===== src/rtl/cacheline_adaptor_param.sv =====
// Bridges a single-cycle cache line port to a burst memory port of configurable
// width, supporting line read, line write and evict-then-fill with beat stalls.
module cacheline_adaptor_param #(
  parameter int LINE_WIDTH  = 256,
  parameter int BURST_WIDTH = 64,
  parameter int ADDR_WIDTH  = 32
) (
  input  logic                   clk,
  input  logic                   reset_n,
  input  logic [LINE_WIDTH-1:0]  line_i,
  output logic [LINE_WIDTH-1:0]  line_o,
  input  logic [ADDR_WIDTH-1:0]  address_i,
  input  logic [ADDR_WIDTH-1:0]  evict_address_i,
  input  logic                   read_i,
  input  logic                   write_i,
  output logic                   resp_o,
  input  logic [BURST_WIDTH-1:0] burst_i,
  output logic [BURST_WIDTH-1:0] burst_o,
  output logic [ADDR_WIDTH-1:0]  address_o,
  output logic                   read_o,
  output logic                   write_o,
  input  logic                   resp_i
);

  localparam int BEATS  = LINE_WIDTH / BURST_WIDTH;
  localparam int OFFSET = $clog2(LINE_WIDTH / 8);
  localparam int CW     = $clog2(BEATS);
  localparam logic [CW-1:0] LAST_BEAT = CW'(BEATS - 1);
  localparam logic [ADDR_WIDTH-1:0] ALIGN_MASK =
    ~((ADDR_WIDTH'(1) << OFFSET) - ADDR_WIDTH'(1));

  typedef enum logic [1:0] {
    S_IDLE = 2'd0,
    S_WR   = 2'd1,
    S_RD   = 2'd2,
    S_DONE = 2'd3
  } state_t;

  state_t                  r_state;
  logic [CW-1:0]           r_cnt;
  logic [LINE_WIDTH-1:0]   r_wr_shift;
  logic [LINE_WIDTH-1:0]   r_rd_shift;
  logic [ADDR_WIDTH-1:0]   r_fill_addr;
  logic                    r_fill_pending;

  logic                    w_last;
  logic [LINE_WIDTH-1:0]   w_rd_next;
  logic [LINE_WIDTH-1:0]   w_wr_next;

  // Write beats leave from the bottom; read beats enter at the top so beat 0 ends lowest.
  assign w_last    = (r_cnt == LAST_BEAT);
  assign w_rd_next = {burst_i, r_rd_shift[LINE_WIDTH-1:BURST_WIDTH]};
  assign w_wr_next = {{BURST_WIDTH{1'b0}}, r_wr_shift[LINE_WIDTH-1:BURST_WIDTH]};

  // Control FSM with all memory- and cache-side outputs registered.
  always_ff @(posedge clk) begin
    if (!reset_n) begin
      r_state        <= S_IDLE;
      r_cnt          <= {CW{1'b0}};
      r_wr_shift     <= {LINE_WIDTH{1'b0}};
      r_rd_shift     <= {LINE_WIDTH{1'b0}};
      r_fill_addr    <= {ADDR_WIDTH{1'b0}};
      r_fill_pending <= 1'b0;
      line_o         <= {LINE_WIDTH{1'b0}};
      burst_o        <= {BURST_WIDTH{1'b0}};
      address_o      <= {ADDR_WIDTH{1'b0}};
      read_o         <= 1'b0;
      write_o        <= 1'b0;
      resp_o         <= 1'b0;
    end else begin
      case (r_state)
        S_IDLE: begin
          r_cnt  <= {CW{1'b0}};
          resp_o <= 1'b0;
          if (write_i) begin
            r_state        <= S_WR;
            write_o        <= 1'b1;
            burst_o        <= line_i[BURST_WIDTH-1:0];
            r_wr_shift     <= {{BURST_WIDTH{1'b0}}, line_i[LINE_WIDTH-1:BURST_WIDTH]};
            r_fill_addr    <= address_i & ALIGN_MASK;
            r_fill_pending <= read_i;
            address_o      <= (read_i ? evict_address_i : address_i) & ALIGN_MASK;
          end else if (read_i) begin
            r_state        <= S_RD;
            read_o         <= 1'b1;
            r_fill_pending <= 1'b0;
            address_o      <= address_i & ALIGN_MASK;
          end else begin
            r_state <= S_IDLE;
          end
        end
        S_WR: begin
          if (resp_i) begin
            burst_o    <= r_wr_shift[BURST_WIDTH-1:0];
            r_wr_shift <= w_wr_next;
            if (w_last) begin
              r_cnt   <= {CW{1'b0}};
              write_o <= 1'b0;
              // Evict done: hand over straight to the fill with no idle gap.
              if (r_fill_pending) begin
                r_state        <= S_RD;
                read_o         <= 1'b1;
                address_o      <= r_fill_addr;
                r_fill_pending <= 1'b0;
              end else begin
                r_state <= S_DONE;
                resp_o  <= 1'b1;
              end
            end else begin
              r_cnt <= r_cnt + CW'(1);
            end
          end else begin
            r_cnt <= r_cnt;
          end
        end
        S_RD: begin
          if (resp_i) begin
            r_rd_shift <= w_rd_next;
            if (w_last) begin
              r_cnt   <= {CW{1'b0}};
              line_o  <= w_rd_next;
              read_o  <= 1'b0;
              resp_o  <= 1'b1;
              r_state <= S_DONE;
            end else begin
              r_cnt <= r_cnt + CW'(1);
            end
          end else begin
            r_cnt <= r_cnt;
          end
        end
        S_DONE: begin
          resp_o  <= 1'b0;
          r_state <= S_IDLE;
        end
        default: begin
          r_state <= S_IDLE;
          r_cnt   <= {CW{1'b0}};
          read_o  <= 1'b0;
          write_o <= 1'b0;
          resp_o  <= 1'b0;
        end
      endcase
    end
  end

endmodule

===== config.mk =====
export PLATFORM = sky130hd
export DESIGN_NAME = cacheline_adaptor_param
export DESIGN_NICKNAME = d
export VERILOG_FILES = /design/src/rtl/cacheline_adaptor_param.sv
export SDC_FILE = /design/constraint.sdc
export NUM_CORES = 2
export LEC_CHECK = 0
export ABC_AREA = 1
export CORE_AREA = 4 4 288 290
export CTS_BUF_LIST = sky130_fd_sc_hd__clkbuf_4 sky130_fd_sc_hd__clkbuf_8
export CTS_CLUSTER_DIAMETER = 30
export CTS_CLUSTER_SIZE = 8
export DETAILED_ROUTE_END_ITERATION = 8
export DIE_AREA = 0 0 292 294
export GPL_ROUTABILITY_DRIVEN = 1
export HOLD_SLACK_MARGIN = 0.06
export SETUP_SLACK_MARGIN = 0.3
export SLEW_MARGIN = 5
export SYNTH_ARGS = -nofsm -noshare
export SYNTH_HDL_FRONTEND = slang
export SYNTH_SLANG_ARGS = --single-unit

===== constraint.sdc =====
create_clock -name clk -period 2.3 [get_ports clk]
set_clock_uncertainty 0.2 [all_clocks]
set_input_delay 0.23 -clock clk [delete_from_list [all_inputs] [get_ports clk]]
set_output_delay 0.23 -clock clk [all_outputs]
set_load 0.05 [all_outputs]

# Word level (Yosys, flattened, before mapping)
# Cells that the tools add are included.
# word_totals
elab_cells,88
reg_bits,899
output_inout_bits,355
inputBits,389
# op_classes
n_addsub,1
n_mux,43
n_eq_ne,15
n_reduce_logical,17
# op_table
op,n
$mux 256,2
$pmux 256 s2,1
$mux 32,6
$mux 64,2
$pmux 64 s2,1
$pmux 32 s2,1
$ne 2x2->1 const B,9
$mux 1,16
$mux 2,8
$reduce_and 4->1,3
$reduce_and 5->1,2
$pmux 2 s4,1
$reduce_and 8->1,1
$eq 2x2->1 const B,3
$pmux 1 s3,2
$reduce_and 2->1,3
$reduce_and 3->1,2
$pmux 1 s2,2
$pmux 2 s2,1
$reduce_bool 2->1,2
$reduce_or 2->1,2
$ne 3x3->1 const B,1
$reduce_bool 3->1,1
$add 2x1->2 const B,1
3 further kinds,3

# Longest topological paths before layout
# depth
depth_word,4
depth_mapped,11
mapped_depth_nobuf,9

# Worst setup path after synthesis
# OpenSTA, ideal clock, no wires.
# synth_path
path_kind,register to register
from,reg r_state[0]
to,reg r_wr_shift[10]
slack_ns,0.425
stages_incl_launch_ff,10
arrival_ns,1.556
required_time_ns,1.981
setup_time_ns,0.119
period_less_slack_ns,1.875
path_buffers,3
cell_sequence,dfxtp_1 -> inv_1 -> ha_1 -> buf_2 -> o21ai_4 -> nand2_2 -> buf_4 -> buf_2 -> o21ai_1 -> a21oi_1
# synth_between
elab_chain_len,3
elab_cells_between_ends,7
classes_between,3 x eq/ne; 1 x mux; 3 x reduce/logical
# synth_lines
item,line,source
start: declaration,39,state_t r_state;
start signal: assignment,58,r_state <= S_IDLE;
start signal: assignment,76,r_state <= S_WR;
start signal: assignment,84,r_state <= S_RD;
$eq 2x1->1 / $logic_not 2->1 (equally long branches),71,case (r_state)
$ne 2x2->1 (no line) / $reduce_bool 2->1 (equally long branches),n/a,
$reduce_and 3->1 (no line),n/a,
end signal: assignment,60,r_wr_shift <= {LINE_WIDTH{1'b0}};
end signal: assignment,79,"r_wr_shift <= {{BURST_WIDTH{1'b0}}, line_i[LINE_WIDTH-1:BURST_WIDTH]};"
end signal: assignment,95,r_wr_shift <= w_wr_next;
end: declaration,41,logic [LINE_WIDTH-1:0] r_wr_shift;
# Parallel ways exist; a longest one is shown, timed or not.
# A chain may end at the register's enable or synchronous reset.

# Final worst setup path
# layout_path
from,reg r_state[0]
to,reg r_wr_shift[149]
# Same word-level chain as after synthesis.

==> run_results.csv <==
group,metric,value,unit
status,status,"finished clean",
cts,clock_latency,820,ps
timing,hold_viol,0,
layout,nNetsFinal,5715,
timing,finalCritPeriodShare,91.7,%
cts,max-clock-path-buffers,3,
layout,fin_util,61.4,%
detailed_routing,vias_per_cell,4.98,
worst_setup_path,cp_num_buf_inv,6,
worst_setup_path,crit_chain,"buf_6 > ha_4 > clkinv_8 > o21ai_4 > buf_6 > buf_12 > buf_12 > clkbuf_16 > nand4_1 > a21oi_1",
flow_run,maxCapViolCount,0,
die,fp.dieH,294,µm
cts,cts_buffers,169,
timing,layout_min_cycle_time,2110,ps
placement,place_hpwl,71600,µm
layout,area_growth,62.8,%
timing,relSlewSlack,64.1,%
global_route,gr-total-overflow,0,
placement,gp_congestion,0.888,
synth,synth_seq_cells,766,
die,die_area,0.0858,mm²
worst_setup_path,cp_max_fo,8,
timing,fin_setup_tns,0,ps
timing,rsz0062_at_grt,"yes",
timing,timing.fmax,474,MHz
cts,htree_num_levels,4,
global_route,antenna_found_initial,26,
synth,synth_cells,4174,
detailed_routing,num_vias,32600,
pwr,power_density,1230,mW/mm²
worst_setup_path,worstSetupEndpointType,"flop",
detailed_routing,drt_iter0_drc,2357,
worst_setup_path,worst_setup_path_start_kind,"flop",
hold_path,hold_path.class,"in2reg",
synth,avgSynthCellArea,7.26,µm²
detailed_routing,drt-total-wl,119000,µm
global_route,grt_usage,23.8,%
worst_setup_path,setup.worst_path.class,"reg2reg",
worst_setup_path,cp_data_required_time,2810,ps
worst_setup_path,crit_arrival,2620,ps
detailed_routing,dr.pass1.iters,6,
die,start_util,37.7,%
worst_setup_path,crit_family,"buffers and inverters",
synth,ys_warn_count,0,
cts,path_clk_slew,60,ps
global_route,grt_pass1_vias,29800,
timing,tightest_slew,538,ps
die,io_pins,744,
synth,ys_seq_area_share,50.6,%
die,design.core.area,0.0803,mm²
synth,synth_cell_types,23,
global_route,grt_max_degree,120,
synth,syn_area,0.0303,mm²
cts,clock-sinks,766,
global_route,grt_pass1_wl,165000,µm
cts,cts_tree,"built",
timing,drv_slew,0,
die,die_w,292,µm
detailed_routing,drc,0,
worst_setup_path,cpPeakStageDelay,380,ps
detailed_routing,wl_per_cell,18.2,µm
die,std_cell_rows,104,
pwr,p_leak,0.0200,µW
timing,finalSetupViolations,0,
placement,io_buffers,728,
detailed_routing,ant_nets,0,
pwr,irDropWorstVdd,0.897,mV
layout,drive_gt1_share,18.2,%
worst_setup_path,worst_path_max_delay_cell,"dfxtp_4",
cts,cts_root_buffer,"clkbuf_8",
## state kept, by name (all words and copies together) (netlist names), 2 cells and up
name / count
line_o: 256
r_rd_shift: 192
r_wr_shift: 192
burst_o: 64
address_o: 27
r_fill_addr: 27
r_cnt: 2
r_state: 2
## logic make-up after synthesis
| group | share of synthesized area (%) |
|---|---|
| buffers and inverters | 9.62 |
| adder cells (fa/ha/maj) | 0.372 |
| AO/OA/AOI/OAI | 20.7 |
| flip-flops | 50.6 |
| AND/OR/NAND/NOR | 18.7 |
| other | 0.0124 |
## synth_stat cells
cell        n  area, µm²
nor2_1    543       2040
nor2_4      2       22.5
or2_2       1       6.26
clkinv_1    2       7.51
o21ai_1   110        551
inv_1     388       1460
conb_1      1       3.75
nand2_2     2       12.5
buf_2     110        551
a211oi_1    1       7.51
inv_4       1       6.26
buf_4      10       75.1
ha_1        9        113
clkbuf_1  204        766
dfxtp_1   766      15300
nand2_1   706       2650
a21oi_1   546       2730
buf_1      14       52.6
o21ai_0   590       2950
o21ai_4     1       16.3
nand3_4     1       17.5
nand4_1    65        407
nand3_1   101        505
## stage by stage
step	power [µW]	cell area (µm²)	cells	setup slack, ps	hold slack (ps)
after floorplan	29400	30300	4178	425	178
after global placement	35400	39000	5738	90.0	229
after detailed placement	35600	39000	5738	69.4	233
after CTS	54100	46700	6423	152	66.7
after global routing	63900	49300	6538	124	71.8
final	60800	49300	6542	192	139
## repair_timing
action,CTS,global route
hold buffers,373,0
setup buffers,0,34
gates resized for setup,1113,327
pin swaps,0,58
cloned,0,61
setup endpoints to repair,597,837
endpoints found under the hold margin,763,0
## layout make-up
class / count / area (µm²)
diodes: 24 / 60.1
clock buffers: 217 / 2870
clock inverters: 95 / 1280
fillers: 6889 / 31000
inverters: 391 / 1490
multi-input cells: 2685 / 13000
flip-flops and latches: 766 / 15300
well taps: 1060 / 1330
repair buffers: 1304 / 14000
## worst register-to-register path: cells and delay by family (launching register included)
| kind | cells | cell delay (ps) |
|---|---|---|
| flops | 1 | 380 |
| simple gates | 1 | 90 |
| fa+ha+maj | 1 | 160 |
| compound gates | 2 | 370 |
| buf+inv | 6 | 870 |
## worst paths after layout
| kind | slack, ps | cells past startpoint | end | start |
|---|---|---|---|---|
| hold reg to reg | 240 | 2 | line_o[138] | line_o[138] |
| setup reg to reg | 190 | 10 | r_wr_shift[149] | r_state[0] |
| hold / removal | 140 | 5 | r_wr_shift[50] | line_i[114] |
| setup / recovery | 190 | 10 | r_wr_shift[149] | r_state[0] |
## report_power, final
| group | switching [µW] | internal [µW] |
|---|---|---|
| Combinational | 15200 | 10400 |
| Sequential | 1370 | 15800 |
| Clock | 6820 | 11300 |
| Total | 23300 | 37500 |
## layer usage
metal,track usage (%),vias to the layer above,share of wire [%]
met1,29.0,15000,40
met2,39.6,1394,48
met4,11.2,4,4.9
met3,5.66,383,7.4
met5,0,-,0.018
li1,-,15900,-
## layout by cell type (no fill, tap or decap), types with 14 or more instances in the layout
cell type | synthesis | final
o21ai_2 | 0 | 44
buf_16 | 0 | 16
nand2_4 | 0 | 31
dlygate4sd3_1 | 0 | 373
nand3_1 | 101 | 80
clkdlybuf4s15_2 | 0 | 169
clkdlybuf4s50_1 | 0 | 377
nand3_2 | 0 | 14
o21ai_1 | 110 | 68
clkinvlp_4 | 0 | 14
clkbuf_4 | 0 | 19
clkbuf_2 | 0 | 36
dfxtp_1 | 766 | 764
buf_6 | 0 | 21
inv_1 | 388 | 384
nand4_1 | 65 | 65
clkbuf_16 | 0 | 41
buf_2 | 110 | 85
bufinv_16 | 0 | 26
nor2_1 | 543 | 542
nand2_1 | 706 | 669
clkbuf_8 | 0 | 198
clkinv_2 | 0 | 42
a21oi_2 | 0 | 54
diode_2 | 0 | 24
clkdlybuf4s15_1 | 0 | 51
buf_12 | 0 | 53
a21oi_1 | 546 | 491
o21ai_0 | 590 | 585
buf_4 | 10 | 67
Power figures use the tool's default switching activity.
